## src/rtl/mult_pipe_unit_pkg.sv

```systemverilog
// Shared types and helpers for the pipelined RV32M multiply unit.
// XLEN lives here because the RS/CDB packet structs are sized by it.
package mult_pipe_unit_pkg;

    localparam int XLEN      = 32;
    localparam int ROB_TAG_W = 5;
    localparam int INST_W    = 32;

    // funct3[1:0] of the RV32M multiply group maps directly onto these codes
    typedef enum logic [1:0] {
        MUL    = 2'b00,
        MULH   = 2'b01,
        MULHSU = 2'b10,
        MULHU  = 2'b11
    } MULT_FUNC;

    typedef struct packed {
        logic [INST_W-1:0] inst;
        logic [XLEN-1:0]   NPC;
    } INST_INFO;

    typedef struct packed {
        logic                 ready;
        logic [XLEN-1:0]      rs1_value;
        logic [XLEN-1:0]      rs2_value;
        logic [ROB_TAG_W-1:0] rd_tag;
        logic                 spec;
        INST_INFO             instr;
    } INSTR_READY_ENTRY;

    typedef struct packed {
        logic                 valid;
        logic [XLEN-1:0]      value;
        logic [ROB_TAG_W-1:0] rob_tag;
        logic [INST_W-1:0]    inst;
        logic [XLEN-1:0]      NPC;
        logic                 spec;
    } EX_WR_PACKET;

    typedef struct packed {
        logic                 valid;
        logic                 spec;
        logic                 neg;
        logic                 hi_sel;
        logic [ROB_TAG_W-1:0] rd_tag;
        logic [INST_W-1:0]    inst;
        logic [XLEN-1:0]      NPC;
        logic [2*XLEN-1:0]    acc;
        logic [XLEN-1:0]      mcand;
        logic [XLEN-1:0]      mplier;
    } MULT_STAGE_ENTRY;

    // Depth must split XLEN evenly into per-stage multiplier slices
    function automatic bit num_stages_legal(input int n);
        return (n == 1) || (n == 2) || (n == 4) || (n == 8);
    endfunction

    function automatic MULT_FUNC mult_func_of(input logic [1:0] funct3_lo);
        return MULT_FUNC'(funct3_lo);
    endfunction

endpackage

```

## src/rtl/mult_pipe_stage.sv

```systemverilog
// One slot of the multiply pipeline: folds BITS_PER_STAGE multiplier bits
// into the accumulator on the way in, holds the entry under backpressure,
// and drops speculative entries on a misprediction.
module mult_pipe_stage
    import mult_pipe_unit_pkg::*;
#(
    parameter int NUM_STAGES = 4,
    parameter int STAGE_IDX  = 0
) (
    input  logic            clock,
    input  logic            reset_n,
    input  MULT_STAGE_ENTRY prev_entry,
    input  logic            next_ready,
    input  logic            branch_determined,
    input  logic            branch_misprediction,
    output MULT_STAGE_ENTRY entry,
    output logic            load,
    output logic            kill
);

    localparam int BPS   = XLEN / NUM_STAGES;
    localparam int SHIFT = STAGE_IDX * BPS;

    MULT_STAGE_ENTRY   work;
    MULT_STAGE_ENTRY   payload;
    logic [2*XLEN-1:0] partial;
    logic              valid_q;
    logic              spec_q;

    // Add this stage's multiplier slice times the multiplicand at its weight
    always_comb begin
        work        = prev_entry;
        partial     = {{XLEN{1'b0}}, prev_entry.mcand} *
                      {{(2*XLEN-BPS){1'b0}}, prev_entry.mplier[BPS-1:0]};
        work.acc    = prev_entry.acc + (partial << SHIFT);
        work.mplier = prev_entry.mplier >> BPS;
    end

    assign load = ~valid_q | next_ready;
    assign kill = valid_q & spec_q & branch_misprediction;

    // Occupancy and speculation state: refill when free, otherwise hold and squash
    always_ff @(posedge clock or negedge reset_n) begin
        if (!reset_n) begin
            valid_q <= 1'b0;
            spec_q  <= 1'b0;
        end else if (load) begin
            valid_q <= prev_entry.valid & ~(branch_misprediction & prev_entry.spec);
            spec_q  <= prev_entry.spec & ~branch_determined;
        end else begin
            if (branch_misprediction && spec_q)
                valid_q <= 1'b0;
            if (branch_determined)
                spec_q <= 1'b0;
        end
    end

    // Datapath payload needs no reset; it is only observed while valid
    always_ff @(posedge clock) begin
        if (load && prev_entry.valid)
            payload <= work;
    end

    // Present the payload with the live control bits overlaid
    always_comb begin
        entry       = payload;
        entry.valid = valid_q;
        entry.spec  = spec_q;
    end

endmodule

```

## src/rtl/mult_pipe_unit.sv

```systemverilog
// Pipelined RV32M multiplier between the mult RS and the writeback arbiter.
// Optional feature macro: MULT_PIPE_PERF_CNT_EN adds issue/squash/stall counters.
module mult_pipe_unit
    import mult_pipe_unit_pkg::*;
#(
    parameter int NUM_STAGES = 4
) (
    input  logic             clock,
    input  logic             reset_n,
    input  INSTR_READY_ENTRY ready_inst_entry,
    output logic             in_ready,
    input  logic             branch_determined,
    input  logic             branch_misprediction,
    output EX_WR_PACKET      mult_output,
    input  logic             out_ready,
    output logic             busy
`ifdef MULT_PIPE_PERF_CNT_EN
    ,
    output logic [31:0]      perf_issued,
    output logic [31:0]      perf_squashed,
    output logic [31:0]      perf_stall_cycles
`endif
);

    localparam bit NUM_STAGES_OK = num_stages_legal(NUM_STAGES);

    generate
        if (!NUM_STAGES_OK) begin : g_bad_num_stages
            $error("mult_pipe_unit: NUM_STAGES must be 1, 2, 4 or 8");
        end
    endgenerate

    MULT_STAGE_ENTRY       dec_entry;
    MULT_STAGE_ENTRY       stage_entry [NUM_STAGES];
    MULT_STAGE_ENTRY       last_entry;
    logic [NUM_STAGES-1:0] stage_load;
    logic [NUM_STAGES-1:0] stage_kill;
    logic [NUM_STAGES-1:0] stage_valid;
    logic [2*XLEN-1:0]     product;
    logic                  accept;
    logic                  a_neg;
    logic                  b_neg;
    MULT_FUNC              op;
    logic                  unused_last;

    assign in_ready = stage_load[0];
    assign accept   = ready_inst_entry.ready & in_ready &
                      ~(branch_misprediction & ready_inst_entry.spec);

    // Decode the variant and turn signed operands into magnitudes plus a sign flag
    always_comb begin
        op               = mult_func_of(ready_inst_entry.instr.inst[13:12]);
        a_neg            = ready_inst_entry.rs1_value[XLEN-1] & ((op == MULH) || (op == MULHSU));
        b_neg            = ready_inst_entry.rs2_value[XLEN-1] & (op == MULH);
        dec_entry        = '0;
        dec_entry.valid  = accept;
        dec_entry.spec   = ready_inst_entry.spec & ~branch_determined;
        dec_entry.neg    = a_neg ^ b_neg;
        dec_entry.hi_sel = (op != MUL);
        dec_entry.rd_tag = ready_inst_entry.rd_tag;
        dec_entry.inst   = ready_inst_entry.instr.inst;
        dec_entry.NPC    = ready_inst_entry.instr.NPC;
        dec_entry.mcand  = a_neg ? -ready_inst_entry.rs1_value : ready_inst_entry.rs1_value;
        dec_entry.mplier = b_neg ? -ready_inst_entry.rs2_value : ready_inst_entry.rs2_value;
    end

    for (genvar k = 0; k < NUM_STAGES; k++) begin : g_stage
        MULT_STAGE_ENTRY prev_link;
        logic            next_link;

        if (k == 0) begin : g_head
            assign prev_link = dec_entry;
        end else begin : g_body
            assign prev_link = stage_entry[k-1];
        end

        if (k == NUM_STAGES - 1) begin : g_tail
            assign next_link = out_ready;
        end else begin : g_inner
            assign next_link = stage_load[k+1];
        end

        mult_pipe_stage #(
            .NUM_STAGES (NUM_STAGES),
            .STAGE_IDX  (k)
        ) u_stage (
            .clock                (clock),
            .reset_n              (reset_n),
            .prev_entry           (prev_link),
            .next_ready           (next_link),
            .branch_determined    (branch_determined),
            .branch_misprediction (branch_misprediction),
            .entry                (stage_entry[k]),
            .load                 (stage_load[k]),
            .kill                 (stage_kill[k])
        );

        assign stage_valid[k] = stage_entry[k].valid;
    end

    assign last_entry  = stage_entry[NUM_STAGES-1];
    assign busy        = |stage_valid;
    assign unused_last = ^{last_entry.mcand, last_entry.mplier};

    // Restore the sign on the full-width product and pick the requested half
    always_comb begin
        product     = last_entry.neg ? -last_entry.acc : last_entry.acc;
        mult_output = '0;
        if (last_entry.valid) begin
            mult_output.valid   = 1'b1;
            mult_output.value   = last_entry.hi_sel ? product[2*XLEN-1:XLEN] : product[XLEN-1:0];
            mult_output.rob_tag = last_entry.rd_tag;
            mult_output.inst    = last_entry.inst;
            mult_output.NPC     = last_entry.NPC;
            mult_output.spec    = last_entry.spec;
        end
    end

`ifdef MULT_PIPE_PERF_CNT_EN
    logic [31:0] kill_count;

    // Count how many in-flight ops are being squashed this cycle
    always_comb begin
        kill_count = '0;
        for (int k = 0; k < NUM_STAGES; k++)
            kill_count = kill_count + {31'b0, stage_kill[k]};
    end

    // Free-running wrap-around performance counters
    always_ff @(posedge clock or negedge reset_n) begin
        if (!reset_n) begin
            perf_issued       <= '0;
            perf_squashed     <= '0;
            perf_stall_cycles <= '0;
        end else begin
            if (accept)
                perf_issued <= perf_issued + 32'd1;
            perf_squashed <= perf_squashed + kill_count;
            if (ready_inst_entry.ready && !in_ready)
                perf_stall_cycles <= perf_stall_cycles + 32'd1;
        end
    end
`else
    logic unused_kill;
    assign unused_kill = ^stage_kill;
`endif

endmodule
```

## config.mk

```make
export PLATFORM = sky130hd
export DESIGN_NAME = mult_pipe_unit
export DESIGN_NICKNAME = d
export VERILOG_FILES = /design/src/rtl/mult_pipe_unit_pkg.sv /design/src/rtl/mult_pipe_stage.sv /design/src/rtl/mult_pipe_unit.sv
export SDC_FILE = /design/constraint.sdc
export NUM_CORES = 2
export LEC_CHECK = 0
export ABC_AREA = 1
export CAP_MARGIN = 10
export CELL_PAD_IN_SITES_DETAIL_PLACEMENT = 0
export CELL_PAD_IN_SITES_GLOBAL_PLACEMENT = 2
export CORE_ASPECT_RATIO = 1.75
export CORE_MARGIN = 2
export CORE_UTILIZATION = 25
export DETAILED_ROUTE_END_ITERATION = 16
export PLACE_DENSITY_LB_ADDON = 0.1
export RECOVER_POWER = 25
export SLEW_MARGIN = 10
export SYNTH_ARGS = -nofsm -noshare
export SYNTH_HDL_FRONTEND = slang
export SYNTH_SLANG_ARGS = --single-unit
```

## constraint.sdc

```tcl
create_clock -name clock -period 20 [get_ports clock]
set_clock_uncertainty 0.15 [all_clocks]
set_input_delay 2 -clock clock [delete_from_list [all_inputs] [get_ports clock]]
set_output_delay 2 -clock clock [all_outputs]
set_load 0.02 [all_outputs]
```

==> flow_summary.ini <==
[synthesis]
synth_top_cell_area_share = 0.294
seq_area_frac_synth = 0.297
syn_nets = 9093
synthTopCellsByArea = edfxtp_1 29%, fa_1 22%, nand2_1 12%
syn_area_per_cell_sq_um = 8.29
async_flop_share = 0.0124
synth.distinct_cells = 63
syn-instance-count = 7871
syn_area_sq_mm = 0.0652
synth_enable_flop_cells = 638
yosys_warnings = 0
synthFlopType = edfxtp_1
synth_seq_cells = 646
synth_largest_area_cell = edfxtp_1

[place]
dp_hpwl_um = 211000
gp_congestion = 0.860
port_buffers = 244

[die]
die_x_um = 390
core_area_sq_mm = 0.260
die_y_um = 680
die_area_sq_mm = 0.265
num_io_pins = 245
rows = 248
start_util = 0.251

[clocking]
cts_buffer_depth = 3
ctsResizeCount = 0
clk_pin_slew_ns = 0.06
cts-root-buf = clkbuf_16
cts_max_level = 3
cts_hold_buf = 0
clk_latency_ns = 0.70
postCtsSetupBuffers = 0
tritoncts = done
clkSinkCount = 646
cts_buffers = 74

[route]
viasPerCell = 4.36
drc = 0
totalWireLength_um = 254000
antenna_left = 0
avgRoutedWirePerCell_um = 22.1
drt_iter0_drc = 2288
drtPass1Iterations = 6
vias = 50000

[timing]
period_share = 0.464
min_period_ns = 9.28
max_slew_margin = 0.188
rsz0062_at_grt = no
setup_viol = 0
max_slew.worst_pin.slew_ns = 1.22
hold_violations = 0
fin_tns_setup_ns = 0
maxSlewViolCount = 0
fmax_mhz = 108

[setup_path]
endpoint = g_stage[0].u_stage.entry[102]
max_stage_delay_ns = 0.67
slowest_stage = a31oi_1
cp-startpoint = ready_inst_entry[45]
cpMostUsedCell = nand2_1
r2r_cells = 30
worst_setup_path_start_kind = input port
cp.arrival_ns = 9.54
rr_startpoint = g_stage[1].u_stage.entry[32]
cp-end-kind = register
cp_max_fo = 26
crit_type = input port to register
r2r_setup_slack_ns = 12.40
critPathRequiredTime_ns = 20.26
worstReg2RegEnd = g_stage[2].u_stage.entry[113]

[hold_path]
min_path_type = register to register

[job]
maxCapViolations = 0

[final_layout]
nNetsFinal = 9246
nFillCells = 28200
area.growth.synth_to_final_pct = 13.4
drive_gt1_frac = 0.0371

[grt]
grt_first_pass_wirelength_um = 370000
overflow = 0
grt_pass1_vias = 55000
grt_max_degree = 79
grt_usage = 0.191
grt_antenna_before_repair = 5

[run_status]
status = finished clean
[Yosys cell counts, types with 12 or more instances]
library cell,count
nand2_1,2092
inv_1,1843
fa_1,723
edfxtp_1,638
nor2_1,522
ha_1,359
a21oi_1,312
nand3_1,219
xor2_1,197
o21ai_0,185
clkbuf_1,146
xnor2_1,81
a31oi_1,64
clkbuf_2,61
nand4_1,56
nor3_1,54
nand2_2,35
a21o_1,30
o21bai_1,25
nor2_2,22
nor4_1,19
nand3b_1,16
inv_2,14
o21ai_1,12
[cell families (layout without fill, tap and decap cells)]
kind of cell | count (synthesis) | count (layout) | synth area share
DFF | 646 | 646 | 0.297
buffers and inverters | 2083 | 2294 | 0.121
AOI/OAI and AO/OA | 680 | 680 | 0.0582
and+or+nand+nor | 3098 | 3098 | 0.194
xor gates and xnor gates | 282 | 282 | 0.0383
other | 0 | 2 | 0
adders and majority gates | 1082 | 1082 | 0.291
[placed cells by master (no fill, tap or decap), drive strengths merged, types with 9 or more instances in the layout]
cell / Yosys / layout
a21o: 30 / 30
a21oi: 315 / 315
a31oi: 64 / 64
buf: 16 / 52
bufinv: 0 / 9
clkbuf: 207 / 91
clkdlybuf4s50: 0 / 244
clkinv: 3 / 29
edfxtp: 638 / 638
fa: 723 / 723
ha: 359 / 359
inv: 1857 / 1865
nand2: 2128 / 2128
nand3: 229 / 229
nand3b: 16 / 16
nand4: 57 / 57
nor2: 551 / 551
nor3: 63 / 63
nor4: 23 / 23
o21a: 9 / 9
o21ai: 203 / 203
o21bai: 25 / 25
or2: 14 / 14
xnor2: 81 / 81
xor2: 201 / 201
[routing by layer]
metal,part of all wire,GRT usage,vias to the layer above
met5,0,0,-
li1,-,-,24300
met1,0.34,0.181,24800
met4,0.043,0.0741,0
met3,0.015,0.0104,233
met2,0.61,0.412,635
[worst min path at each step]
stage,from,end,cells after the start
detailed placement,g_stage[1].u_stage.entry[143],g_stage[2].u_stage.entry[143],0
global route,g_stage[1].u_stage.entry[142],g_stage[2].u_stage.entry[142],0
finish,g_stage[1].u_stage.entry[142],g_stage[2].u_stage.entry[142],0
global placement,g_stage[2].u_stage.entry[137],g_stage[3].u_stage.entry[137],0
CTS,g_stage[1].u_stage.entry[142],g_stage[2].u_stage.entry[142],0
floorplan,g_stage[0].u_stage.entry[8],g_stage[1].u_stage.entry[0],0
[cell type report]
class,count,area (sq um),area share
Antenna cell,2,5.00,0.0000677
Clock buffer,87,1900,0.0257
Clock inverter,47,618,0.00836
Inverter,1860,7000,0.0947
Multi-Input combinational cell,5142,38000,0.514
Sequential cell,646,19400,0.262
Tap cell,3375,4220,0.0571
Timing Repair Buffer,300,2850,0.0385
[state kept, by name, summed over array words and instances, names as in the netlist]
name	flops
g_stage.u_stage.entry	638
g_stage.u_stage.spec_q	4
g_stage.u_stage.valid_q	4
[worst max-delay path, delay by kind of cell]
family | cells | cell delay [ns]
XOR/XNOR | 1 | 0.14
buffers and inverters | 9 | 2.26
AO/OA/AOI/OAI | 2 | 1.31
AND/OR/NAND/NOR | 8 | 1.01
adder cells (fa/ha/maj) | 6 | 2.72
[through the flow]
step	hold slack [ns]	area [sq um]	worst slack, ns	cells	utilization
4_1_cts	0.246	73900	10.74	11500	0.284
5_1_grt	0.261	73900	10.59	11500	0.284
3_5_place_dp	0.255	71400	10.03	11300	0.275
6_report	0.252	73900	10.72	11500	0.284
2_1_floorplan	0.250	65200	11.49	7871	-
3_3_place_gp	0.251	71400	9.94	11300	0.275
Power is left out: the tool's default activity adds up to more than one toggle a clock period on the data nets, which glitch-free logic cannot reach.
